**src/rtl/sevenseg_scan.sv**
```systemverilog
// Multiplexed seven-segment scanner: shows one digit per slot with optional blank gaps.
// Shadow registers decouple the display from `value` so that a digit never changes partway through its slot.
module sevenseg_scan #(
  parameter int DIGITS   = 4,
  parameter int PRESCALE = 1000,
  parameter int GAP_CYC  = 2
) (
  input  logic                  clk,
  input  logic                  rst,
  input  logic [4*DIGITS-1:0]   value,
  input  logic                  load,
  input  logic                  hex_mode,
  input  logic                  lz_suppress,
  input  logic                  enable,
  output logic [6:0]            seg_out,
  output logic [DIGITS-1:0]     dig_en
);

  localparam int PW = $clog2(PRESCALE);
  localparam int IW = (DIGITS > 1) ? $clog2(DIGITS) : 1;
  localparam int GW = (GAP_CYC > 1) ? $clog2(GAP_CYC) : 1;

  typedef enum logic [1:0] {OFF, SHOW, GAP} state_t;

  state_t                state_q, state_d;
  logic [IW-1:0]         idx_q, idx_d;
  logic [PW-1:0]         pre_q, pre_d;
  logic [GW-1:0]         gap_q, gap_d;
  logic [6:0]            seg_q, seg_d;
  logic [DIGITS-1:0]     dig_q, dig_d;
  logic [4*DIGITS-1:0]   val_q, val_d;
  logic                  hex_q, hex_d;
  logic                  lz_q, lz_d;

  logic [IW-1:0]         nxt_idx;
  logic [IW-1:0]         show_idx;
  logic [3:0]            show_nib;
  logic [6:0]            show_seg;
  logic [DIGITS-1:0]     show_dig;
  logic [DIGITS-1:0]     upper_zero;

  function automatic logic [6:0] decode(input logic [3:0] nib, input logic hex);
    logic [6:0] s;
    case (nib)
      4'd0:    s = 7'b1111110;
      4'd1:    s = 7'b0110000;
      4'd2:    s = 7'b1101101;
      4'd3:    s = 7'b1111001;
      4'd4:    s = 7'b0110011;
      4'd5:    s = 7'b1011011;
      4'd6:    s = 7'b1011111;
      4'd7:    s = 7'b1110000;
      4'd8:    s = 7'b1111111;
      4'd9:    s = 7'b1111011;
      4'd10:   s = hex ? 7'b1110111 : 7'b0000001;
      4'd11:   s = hex ? 7'b0011111 : 7'b0000001;
      4'd12:   s = hex ? 7'b1001110 : 7'b0000001;
      4'd13:   s = hex ? 7'b0111101 : 7'b0000001;
      4'd14:   s = hex ? 7'b1001111 : 7'b0000001;
      default: s = hex ? 7'b1000111 : 7'b0000001;
    endcase
    return s;
  endfunction

  // upper_zero[i]: digit i and every digit above it are zero in the shadow value
  for (genvar gi = 0; gi < DIGITS; gi++) begin : g_upper_zero
    assign upper_zero[gi] = ~|val_q[4*DIGITS-1:4*gi];
  end

  // Pattern for the slot about to start; uses only registered shadow state
  always_comb begin
    nxt_idx  = (idx_q == IW'(DIGITS-1)) ? '0 : idx_q + IW'(1);
    show_idx = (state_q == SHOW) ? nxt_idx : idx_q;
    show_nib = val_q[{show_idx, 2'b00} +: 4];
    show_dig = DIGITS'(1) << show_idx;
    if (lz_q && (show_idx != '0) && upper_zero[show_idx])
      show_seg = 7'b0000000;
    else
      show_seg = decode(show_nib, hex_q);
  end

  always_comb begin
    val_d = load ? value       : val_q;
    hex_d = load ? hex_mode    : hex_q;
    lz_d  = load ? lz_suppress : lz_q;
  end

  always_comb begin
    state_d = state_q;
    idx_d   = idx_q;
    pre_d   = pre_q;
    gap_d   = gap_q;
    seg_d   = seg_q;
    dig_d   = dig_q;
    if (!enable) begin
      state_d = OFF;
      idx_d   = '0;
      pre_d   = '0;
      gap_d   = '0;
      seg_d   = '0;
      dig_d   = '0;
    end else begin
      case (state_q)
        OFF: begin
          state_d = SHOW;
          idx_d   = '0;
          pre_d   = '0;
          seg_d   = show_seg;
          dig_d   = show_dig;
        end
        SHOW: begin
          if (pre_q == PW'(PRESCALE-1)) begin
            pre_d = '0;
            idx_d = nxt_idx;
            if (GAP_CYC > 0) begin
              state_d = GAP;
              gap_d   = '0;
              seg_d   = '0;
              dig_d   = '0;
            end else begin
              seg_d = show_seg;
              dig_d = show_dig;
            end
          end else begin
            pre_d = pre_q + PW'(1);
          end
        end
        GAP: begin
          if (gap_q == GW'(GAP_CYC-1)) begin
            state_d = SHOW;
            pre_d   = '0;
            gap_d   = '0;
            seg_d   = show_seg;
            dig_d   = show_dig;
          end else begin
            gap_d = gap_q + GW'(1);
          end
        end
        default: state_d = OFF;
      endcase
    end
  end

  always_ff @(posedge clk or posedge rst) begin
    if (rst) begin
      state_q <= OFF;
      idx_q   <= '0;
      pre_q   <= '0;
      gap_q   <= '0;
      seg_q   <= '0;
      dig_q   <= '0;
      val_q   <= '0;
      hex_q   <= 1'b0;
      lz_q    <= 1'b0;
    end else begin
      state_q <= state_d;
      idx_q   <= idx_d;
      pre_q   <= pre_d;
      gap_q   <= gap_d;
      seg_q   <= seg_d;
      dig_q   <= dig_d;
      val_q   <= val_d;
      hex_q   <= hex_d;
      lz_q    <= lz_d;
    end
  end

  assign seg_out = seg_q;
  assign dig_en  = dig_q;

endmodule

```
**config.mk**
```make
export PLATFORM = sky130hd
export DESIGN_NAME = sevenseg_scan
export DESIGN_NICKNAME = d
export VERILOG_FILES = /design/src/rtl/sevenseg_scan.sv
export SDC_FILE = /design/constraint.sdc
export NUM_CORES = 1
export LEC_CHECK = 0
export BUFFER_PORTS_ARGS = -buffer_cell sky130_fd_sc_hd__buf_2
export CORE_ASPECT_RATIO = 2
export CORE_MARGIN = 4
export CORE_UTILIZATION = 25
export CTS_CLUSTER_DIAMETER = 120
export DETAILED_ROUTE_END_ITERATION = 7
export GPL_ROUTABILITY_DRIVEN = 0
export SLEW_MARGIN = 20
export SYNTH_ARGS = -nofsm -noshare
export SYNTH_HDL_FRONTEND = slang
export SYNTH_SLANG_ARGS = --single-unit
```
**constraint.sdc**
```tcl
create_clock -name clk -period 3.46 [get_ports clk]
set_input_delay 1.038 -clock clk [delete_from_list [all_inputs] [get_ports clk]]
set_output_delay 1.038 -clock clk [all_outputs]
set_load 0.01 [all_outputs]
```
==> flow_summary_export.csv <==
group,metric,value,unit
cells_and_area,n_antenna_cell,0,
setup_path,crit_buf_inv,0,
detailed_routing,drtPass1Iterations,4,
clock_tree,clkSinkCount,44,
placed_design,place_hpwl,4.082,mm
clock_tree,clock_latency,0.29,ns
clock_tree,cts_max_level,2,
pwr,p_leak,1.252,nW
detailed_routing,via_count,1904,
clock_tree,postCtsSetupBuffers,0,
synthesis,synth_ff_type,"dfrtp_1",
clock_tree,holdBufCountCts,0,
setup_path,required,3.64,ns
synthesis,synth.avg_cell_area,9.776,µm²
pwr,power.density,745.9,nW/µm²
synthesis,async_reset_ff_frac,1.000,
synthesis,ys_top_cells_by_area,"dfrtp_1, o21ai_0, nand2_1",
setup_path,crit_path_top_delay_cell,"mux4_2",
setup_path,path_cells,"ha_1, mux2i_2, mux4_2, nor2_1, o21ai_0, a22o_1",
setup_path,start_kind,"flop",
grt,grt.overflow.total,0,
synthesis,syn_area,2356,µm²
setup_path,arrival,3.08,ns
timing,fin_tns_setup,0,ns
die,io_pins,33,
cells_and_area,nets,294,
setup_path,critical_path.max_stage_delay,0.73,ns
synthesis,synth_top_area_cell,"dfrtp_1",
synthesis,ys_seq_area_frac,0.4673,
timing,grt_setup_unrepaired,"no",
cells_and_area,syn_to_final_growth,16.14,%
timing,max-slew-margin-rel,0.6231,
die,initial_core_util,0.2597,
clock_tree,cts-resized-gates,0,
synthesis,synth_edf_count,0,
grt,first_global_vias,1951,
grt,antenna_found_initial,0,
grt,grt_pass1_wl,9.328,mm
timing,worst_slew_pin_slew,0.5654,ns
detailed_routing,ant_nets,0,
die,fp.coreArea,9074,µm²
synthesis,yosysWarnings,0,
cells_and_area,final_area,2736,µm²
detailed_routing,wl_per_cell,14.39,µm
timing,fin_crit_sh,0.8377,
pwr,total_power,2.041,mW
min_path,min_path_type,"flop to flop",
placed_design,placed_cell_area,2603,µm²
setup_path,critical_path.max_fanout,16,
pwr,pwr-share-comb,0.439,
grt,track_usage,0.1036,
cells_and_area,drive_above_1_share,0.2074,
die,die_w,76.65,µm
pwr,intPower,1.257,mW
clock_tree,root_buffer,"clkbuf_16",
outcome,outcome,"finished, final reports clean",
detailed_routing,avgViaCountPerCell,5.118,
job,max-cap-violations,0,
die,die-area,11140,µm²
setup_path,critPathCaptureType,"flop",
pwr,p_clk_frac,0.221,
synthesis,synth.most_common_cell,"dfrtp_1",
clock_tree,cts_tree,"built",
pwr,peakVddDrop,0.0002573,V
timing,finClkSkew,0.007532,ns
timing,setup_viol,0,
synthesis,synth_nets,265,
synthesis,yosys-top-cells-count,"dfrtp_1, nand2_1, o21ai_0",
setup_path,path_delay_family,"multiplexers",
detailed_routing,wl,5.354,mm
timing,min_period,2.899,ns
timing,hold_viol,0,
setup_path,r2r_start,"idx_q[0]$_DFFE_PP0P_",
cells_and_area,stdcell_count,372,
placed_design,dp.cells,365,
setup_path,worst-setup-path-type,"flop to flop",
grt,grt_max_degree,45,
die,die_h,145.3,µm
pwr,switchingPower,784.5,µW
pwr,sw_frac_of_total,0.3844,
timing,maxSlewViolCount,0,
die,rows,49,
synthesis,ys_seq_elements,44,
clock_tree,cts_buffers,5,
timing,fmax,345.0,MHz
synthesis,synth_top_cell_area_share,0.4673,
min_path,min_from,"dig_en[1]$_DFFE_PP0P_",
detailed_routing,drc,0,
clock_tree,path_clk_slew,0.06,ns
clock_tree,cts_max_path_buffers,2,
placed_design,place.port_buffers,32,
setup_path,startpoint,"idx_q[0]$_DFFE_PP0P_",
detailed_routing,drt_iter0_markers,140,
synthesis,syn_inst,241,
synthesis,synth_cell_types,43,
pwr,p_seq_frac,0.340,
worst register-to-register path, delay by kind of cell, from the launching register on:
kind,cells,cell delay (ns)
muxes,2,1.17
DFF,1,0.51
adders and majority gates,1,0.38
and+or+nand+nor,1,0.38
AOI/OAI and AO/OA,2,0.36
final timing paths:
| path | to | slack, ns | cells past startpoint |
|---|---|---|---|
| min | dig_en[1]$_DFFE_PP0P_ | 0.47 | 2 |
| min in group asynchronous | lz_q$_DFFE_PP0P_ | 0.89 | 3 |
| max | seg_out[0]$_DFFE_PP0P_ | 0.56 | 6 |
| max in group asynchronous | val_q[13]$_DFFE_PP0P_ | 2.20 | 3 |
| max reg2reg | seg_out[0]$_DFFE_PP0P_ | 0.56 | 6 |
| min reg2reg | dig_en[1]$_DFFE_PP0P_ | 0.47 | 2 |
routing by layer:
metal	wire length, µm	global-route usage
met1	2098	0.1101
met2	2966	0.1918
met3	138	0.01799
met4	151	0.05263
met5	0	0
per-stage QoR:
| stage | utilization | setup slack (ns) | hold WS (ns) |
|---|---|---|---|
| after global routing | 0.3016 | 0.3388 | 0.4982 |
| final | 0.3016 | 0.5614 | 0.4724 |
| after detailed placement | 0.2868 | 0.5521 | 0.4671 |
| after CTS | 0.3016 | 0.5423 | 0.4822 |
| after global placement | 0.2868 | 0.6598 | 0.4666 |
| after floorplan | - | 0.8285 | 0.4754 |
layout by cell type, fill, tap and decap left out, drive strengths merged, types with 2 or more instances in the layout:
cell type and n:
dfrtp 44, nand2 39, buf 35, o21ai 32, inv 14, nor2 11
a21oi 9, nor3 8, mux4 7, mux2 6, nand3 6, clkbuf 6
nor4 5, nand4 4, and3 4, xnor2 4, a22o 4, o41ai 3
a21o 3, nand2b 2, or2 2, a211oi 2, a32o 2, ha 2
mux2i 2, clkinv 2
state kept, by name, summed over array words and instances (netlist names):
signal	flops
idx_q	2
val_q	16
pre_q	10
lz_q	1
hex_q	1
seg_out	7
dig_en	4
gap_q	1
state_q	2
power by group through the flow:
stage	Combinational, mW	Sequential [mW]	Clock (mW)
2_1_floorplan	0.743	0.679	0
3_3_place_gp	0.878	0.703	0
3_5_place_dp	0.897	0.703	0
4_1_cts	0.900	0.696	0.467
5_1_grt	1.00	0.711	0.490
6_report	0.896	0.693	0.451
layout make-up:
cell class	count	area, µm²
clock buffers	6	128.9
flip-flops and latches	44	1101
repair buffers	35	182.7
well taps	102	127.6
multi-input cells	169	1135
fillers	967	6337
inverters	15	56.30
clock inverters	1	5.005
logic make-up (layout without fill, tap and decap cells):
logic type | after synthesis | after routing | synth area share
AND/OR/NAND/NOR | 83 | 83 | 0.1705
AO/OA/AOI/OAI | 64 | 64 | 0.1699
flip-flops | 44 | 44 | 0.4673
buffers and inverters | 28 | 57 | 0.05098
multiplexers | 15 | 15 | 0.1120
XOR/XNOR | 5 | 5 | 0.01859
adder cells (fa/ha/maj) | 2 | 2 | 0.01062
(Power assumes the default switching activity.)
